==> src/rtl/mnist_pkg.sv <==
// Shared types for the MNIST feature pipeline: feature word and the
// stream-side state encoding used by both source and sink blocks.
package mnist_pkg;

  typedef logic signed [15:0] feature_type;

  typedef enum logic [1:0] {
    IDLE   = 2'd0,
    PRIME  = 2'd1,
    STREAM = 2'd2,
    FLUSH  = 2'd3
  } stream_state_t;

endpackage

==> src/rtl/feature_stream_source_if.sv <==
// Valid/ready feature stream between a feature source and a consumer.
interface feature_stream_source_if;
  import mnist_pkg::*;

  feature_type feature_out;
  logic        feature_out_valid;
  logic        feature_out_ready;

  modport master (
    output feature_out,
    output feature_out_valid,
    input  feature_out_ready
  );

  modport slave (
    input  feature_out,
    input  feature_out_valid,
    output feature_out_ready
  );

endinterface

==> src/rtl/feature_buffer_ram.sv <==
// Plane buffer: one synchronous write port, one read port with a
// single cycle of latency. Read data holds while rd_en is low.
module feature_buffer_ram
  import mnist_pkg::*;
#(
  parameter int DEPTH = 200,
  parameter int AW    = $clog2(DEPTH)
) (
  input  logic          clock,
  input  logic          wr_en,
  input  logic [AW-1:0] wr_addr,
  input  feature_type   wr_data,
  input  logic          rd_en,
  input  logic [AW-1:0] rd_addr,
  output feature_type   rd_data
);

  feature_type mem [DEPTH];

  always_ff @(posedge clock) begin
    if (wr_en) mem[wr_addr] <= wr_data;
    if (rd_en) rd_data <= mem[rd_addr];
  end

endmodule

==> src/rtl/feature_stream_source.sv <==
// Buffers NUM_IMAGES feature planes and replays them in raster order
// over a valid/ready stream on each start request.
//
//   state  | meaning
//   IDLE   | buffer writable, waiting for start
//   PRIME  | read of address 0 issued
//   STREAM | issuing reads as the output stage and skid have room
//   FLUSH  | all reads issued, draining remaining beats
module feature_stream_source
  import mnist_pkg::*;
#(
  parameter  int IMAGE_HEIGHT = 10,
  parameter  int IMAGE_WIDTH  = 10,
  parameter  int NUM_IMAGES   = 2,
  localparam int DEPTH        = NUM_IMAGES * IMAGE_HEIGHT * IMAGE_WIDTH,
  localparam int AW           = $clog2(DEPTH)
) (
  input  logic                           clock,
  input  logic                           reset_n,
  input  logic                           wr_en,
  input  logic [AW-1:0]                  wr_addr,
  input  feature_type                    wr_data,
  output logic                           wr_err,
  input  logic                           start,
  output logic                           busy,
  output logic                           done,
  feature_stream_source_if.master        fs
);

  stream_state_t state;
  logic [AW-1:0] rd_addr;
  logic [AW-1:0] beat_cnt;
  logic          ram_v;
  logic          skid_v;
  feature_type   skid_d;
  feature_type   ram_rdata;
  logic          out_valid;
  logic          wr_ok;
  logic          hs;
  logic          skid_left;
  logic          ram_left;
  logic          room;
  logic          rd_en;
  logic          last_read;
  logic          last_beat;

  feature_buffer_ram #(.DEPTH(DEPTH), .AW(AW)) u_ram (
    .clock   (clock),
    .wr_en   (wr_ok),
    .wr_addr (wr_addr),
    .wr_data (wr_data),
    .rd_en   (rd_en),
    .rd_addr (rd_addr),
    .rd_data (ram_rdata)
  );

  assign busy  = (state != IDLE);
  assign wr_ok = wr_en && (state == IDLE) && ({1'b0, wr_addr} < (AW+1)'(DEPTH));

  // The RAM read register is the output stage; the skid always holds the older beat.
  assign out_valid             = skid_v | ram_v;
  assign fs.feature_out_valid  = out_valid;
  assign fs.feature_out        = skid_v ? skid_d : (ram_v ? ram_rdata : '0);

  assign hs        = out_valid & fs.feature_out_ready;
  assign skid_left = skid_v & ~hs;
  assign ram_left  = ram_v & ~(hs & ~skid_v);
  assign room      = ~(skid_left & ram_left);
  assign rd_en     = ((state == PRIME) || (state == STREAM)) && room;
  assign last_read = (rd_addr == AW'(DEPTH - 1));
  assign last_beat = hs && (beat_cnt == AW'(DEPTH - 1));

  always_ff @(posedge clock) begin
    if (!reset_n) begin
      state    <= IDLE;
      rd_addr  <= '0;
      beat_cnt <= '0;
      ram_v    <= 1'b0;
      skid_v   <= 1'b0;
      skid_d   <= '0;
      done     <= 1'b0;
      wr_err   <= 1'b0;
    end else begin
      done   <= 1'b0;
      wr_err <= wr_en & ~wr_ok;

      if (hs) beat_cnt <= last_beat ? '0 : beat_cnt + 1'b1;

      ram_v <= rd_en | ram_left;
      if (rd_en && ram_left) begin
        skid_v <= 1'b1;
        skid_d <= ram_rdata;
      end else if (skid_v && hs) begin
        skid_v <= 1'b0;
      end

      if (rd_en && !last_read) rd_addr <= rd_addr + 1'b1;

      case (state)
        IDLE: begin
          if (start) begin
            state   <= PRIME;
            rd_addr <= '0;
          end
        end
        PRIME:  state <= last_read ? FLUSH : STREAM;
        STREAM: if (rd_en && last_read) state <= FLUSH;
        FLUSH: begin
          if (last_beat) begin
            state <= IDLE;
            done  <= 1'b1;
          end
        end
        default: state <= IDLE;
      endcase
    end
  end

endmodule

==> src/flat_wrapper.sv <==
// flat-port wrapper written by rule: the top's interface ports become plain ports
module feature_stream_source_flat import mnist_pkg::*;
#(
  parameter  int IMAGE_HEIGHT = 10,
  parameter  int IMAGE_WIDTH  = 10,
  parameter  int NUM_IMAGES   = 2,
  localparam int DEPTH        = NUM_IMAGES * IMAGE_HEIGHT * IMAGE_WIDTH,
  localparam int AW           = $clog2(DEPTH)
)
  (clock, reset_n, wr_en, wr_addr, wr_data, wr_err, start, busy, done, fs_feature_out, fs_feature_out_valid, fs_feature_out_ready);
  feature_stream_source_if fs_i ();
  input  logic clock;
  input  logic reset_n;
  input  logic wr_en;
  input  logic [AW-1:0] wr_addr;
  input  feature_type wr_data;
  output logic wr_err;
  input  logic start;
  output logic busy;
  output logic done;
  output wire logic [$bits(fs_i.feature_out)-1:0] fs_feature_out;
  output wire logic [$bits(fs_i.feature_out_valid)-1:0] fs_feature_out_valid;
  input wire logic [$bits(fs_i.feature_out_ready)-1:0] fs_feature_out_ready;
  assign fs_feature_out = fs_i.feature_out;
  assign fs_feature_out_valid = fs_i.feature_out_valid;
  assign fs_i.feature_out_ready = fs_feature_out_ready;
  feature_stream_source #(.IMAGE_HEIGHT(IMAGE_HEIGHT), .IMAGE_WIDTH(IMAGE_WIDTH), .NUM_IMAGES(NUM_IMAGES)) u_core (.clock(clock), .reset_n(reset_n), .wr_en(wr_en), .wr_addr(wr_addr), .wr_data(wr_data), .wr_err(wr_err), .start(start), .busy(busy), .done(done), .fs(fs_i));
endmodule
==> config.mk <==
export PLATFORM = sky130hd
export DESIGN_NAME = feature_stream_source_flat
export DESIGN_NICKNAME = d
export VERILOG_FILES = /design/src/rtl/mnist_pkg.sv /design/src/rtl/feature_stream_source_if.sv /design/src/rtl/feature_buffer_ram.sv /design/src/rtl/feature_stream_source.sv /design/src/flat_wrapper.sv
export SDC_FILE = /design/constraint.sdc
export NUM_CORES = 2
export LEC_CHECK = 0
export CORE_ASPECT_RATIO = 1.5
export CORE_UTILIZATION = 29
export CTS_CLUSTER_SIZE = 25
export DETAILED_ROUTE_END_ITERATION = 8
export PLACE_DENSITY = 0.52
export REMOVE_ABC_BUFFERS = 1
export SLEW_MARGIN = 10
export SYNTH_ARGS = -nofsm -noshare
export SYNTH_HDL_FRONTEND = slang
export SYNTH_HIERARCHICAL = 1
export SYNTH_SLANG_ARGS = --single-unit
==> constraint.sdc <==
create_clock -name clock -period 4.3 [get_ports clock]
set_input_delay 0.86 -clock clock [delete_from_list [all_inputs] [get_ports clock]]
set_output_delay 0.86 -clock clock [all_outputs]
set_load 0.02 [all_outputs]
==> impl_metrics.json <==
{
  "dr.pass1.iters": 5,
  "port_buffers": 48,
  "die_w_um": 539.1,
  "seqPwrFrac_pct": 46.4,
  "ant_nets": 0,
  "startpoint_type": "flip-flop",
  "setup_tns_ns": 0,
  "power_frac_clock_pct": 35.2,
  "max_stage_delay_ns": 0.67,
  "initial_core_util_pct": 29.16,
  "grt_max_degree": 108,
  "synthCells": 5507,
  "yosys-top-cells-area": "edfxtp_1, mux4_2, mux2i_1",
  "cts.htree.levels": 5,
  "critPathSlowestCell": "dfxtp_4",
  "synth_top_cell_by_area": "edfxtp_1",
  "finalSetupViolCount": 0,
  "finalMaxSlewViolations": 0,
  "cp_top_family": "simple AND/OR/NAND/NOR gates",
  "async_flop_share_pct": 0,
  "final_common_cell": "edfxtp_1",
  "path_clk_slew_ns": 0.07,
  "root_buffer": "clkbuf_16",
  "die-height_um": 807.7,
  "cp_data_required_time_ns": 4.91,
  "area_delta_synth_final_pct": 18.92,
  "yosysWarnings": 6,
  "post-dp-hpwl_um": 245200,
  "min_path_type": "input pin to flip-flop",
  "num_io_pins": 49,
  "first_global_vias": 63320,
  "grt_pass1_wl_um": 519800,
  "cts_hold_buf": 0,
  "power_switching_w": 0.01964,
  "yosysSeqAreaShare_pct": 77.55,
  "synth_top_area_share_pct": 76.94,
  "gp_congestion": 0.8894,
  "finClkSkew_ns": 0.04799,
  "final_net_count": 6195,
  "p_leak_nw": 44.44,
  "numCtsBuffers": 302,
  "rsz0062_at_grt": "no",
  "vias": 60800,
  "max_freq_mhz": 238.4,
  "setup_slack_ns": 0.1056,
  "ys_types": 72,
  "cts.sinks": 3254,
  "arrival_ns": 4.81,
  "drive_gt1_share_pct": 33.33,
  "drcViolationCount": 0,
  "rows": 295,
  "netlist_area_um2": 125500,
  "min_period_over_period_pct": 97.54,
  "internal-power_w": 0.05661,
  "sw_frac_of_total_pct": 25.75,
  "max-cap-violations": 0,
  "die_area_um2": 435500,
  "gr-usage-all-layers_pct": 16.95,
  "clockBufferDepth": 4,
  "vias_per_cell": 5.050,
  "path_buf_inv": 3,
  "stdcell_area_um2": 149300,
  "combinationalPowerShare_pct": 18.4,
  "overflow": 0,
  "synth-edff-count": 3216,
  "tightest_slew_ns": 1.192,
  "power_density_nw_per_um2": 510.9,
  "path_cells": "buf_12 > buf_4 > mux4_2 > mux2i_1 > nor2_1 > nor3_1 > buf_4 > o21ai_0 > nor3_1 > o311ai_1",
  "routed_wl_um": 374500,
  "mostFrequentLayoutCells": "edfxtp_1, mux4_2, buf_4",
  "ir_drop_mv": 0.4068,
  "synth-seq-cells": 3254,
  "path_class": "flip-flop to flip-flop",
  "cts_setup_buffers": 0,
  "cts_tree": "yes",
  "fin_crit_ns": 4.194,
  "dpl_cell_area_um2": 139600,
  "syn_avg_cell_area_um2": 22.79,
  "worst_setup_path_end_kind": "flip-flop",
  "yosys_most_used_dff": "edfxtp_1",
  "maxSlewHeadroom_pct": 20.34,
  "clk_latency_ns": 0.90,
  "antenna_found_initial": 9,
  "post_drt_wl_per_cell_um": 31.11,
  "run_status": "finished, final reports clean",
  "pre_cts_ws_ns": -0.4331,
  "finalHoldViolCount": 0,
  "core_area_um2": 430400,
  "critPathMaxFanout": 14,
  "drtIter0Drc": 5995
}
==> cell usage after synthesis, drive strengths merged, types with 3 or more instances <==
cell type  number
nand2b         15
mux2i         114
a22o           28
o32ai           3
buf           206
mux4          880
o311ai          3
nand4           9
ha              7
a31oi           9
edfxtp       3216
nor3b           4
a211oi         50
nor2          245
a311oi          9
mux2           13
inv            12
a2111oi         5
nor4           15
and2           23
o21ai          47
or2             6
o221ai          4
nor2b          58
a32oi           3
xor2            3
o22ai          43
o21a            3
a21oi          36
a221oi         23
nand3          17
dfxtp          38
or3            10
nand3b          3
nand2         133
o211ai          8
clkbuf        103
o22a            3
nor3           31
a22oi          39
and3            3
xnor2           5
==> final timing paths <==
path / cells past startpoint / from / slack, ns / end
max reg2reg: 10 / u_core/rd_addr[0]$_SDFF_PN0_ / 0.11 / u_core/u_ram/rd_data[13]$_DFFE_PP_
min reg2reg: 2 / u_core/beat_cnt[1]$_SDFFE_PN0P_ / 0.49 / u_core/beat_cnt[1]$_SDFFE_PN0P_
max: 10 / u_core/rd_addr[0]$_SDFF_PN0_ / 0.11 / u_core/u_ram/rd_data[13]$_DFFE_PP_
min: 1 / wr_data[1] / 0.42 / u_core/u_ram/mem[42][1]$_DFFE_PP_
==> sequential cells by signal, indices dropped and copies added, names as in the netlist <==
register              flops
u_core/state              2
u_core/wr_err             1
u_core/done               1
u_core/ram_v              1
u_core/rd_addr            8
u_core/skid_d            16
u_core/u_ram/rd_data     16
u_core/u_ram/mem       3200
u_core/beat_cnt           8
u_core/skid_v             1
==> final cells by class <==
cell class	instances	area [um^2]
fillers	39740	281100
flip-flops and latches	3254	97350
multi-input cells	1932	26740
repair buffers	657	8413
clock buffers	359	7963
well taps	5643	7061
clock inverters	171	1643
inverters	12	47.55
diodes	11	27.53
==> repair_timing <==
action / CTS / global route
resized for setup: 1 / 1
gates cloned: 0 / 0
endpoints found under the setup margin: 1 / 1
==> metrics by stage <==
step	hold slack [ns]	total power [W]	instances	util (%)
3_5_place_dp	0.4796	0.05047	11500	32.44
4_1_cts	0.3652	0.07725	12030	34.67
5_1_grt	0.3898	0.07849	12030	34.67
3_3_place_gp	0.4747	0.05041	11500	32.44
2_1_floorplan	0.4578	0.04045	5198	-
6_report	0.4179	0.07625	12040	34.68
==> layer usage <==
layer | GRT usage, % | vias up | share of wire [%]
met5 | 0 | - | 0
met4 | 9.282 | 0 | 6.2
met3 | 1.715 | 593 | 4.4
met2 | 30.94 | 2015 | 53
met1 | 19.38 | 33500 | 36
li1 | - | 24690 | -
==> power by group through the flow <==
stage | combinational [W] | sequential (W) | clock (W)
final | 0.0140 | 0.0354 | 0.0268
after detailed placement | 0.0144 | 0.0361 | 0
after global routing | 0.0147 | 0.0354 | 0.0284
after global placement | 0.0144 | 0.0361 | 0
after CTS | 0.0145 | 0.0354 | 0.0274
after floorplan | 0.00429 | 0.0362 | 0
==> cells by family after synthesis <==
family	Yosys count	synth area share (%)
mux	1007	16.82
fa+ha+maj	7	0.06978
simple gates	577	2.113
compound gates	333	1.879
xor+xnor	8	0.05583
flops	3254	77.55
buf+inv	321	1.514
Note: power is estimated with default switching activity, not from simulation.
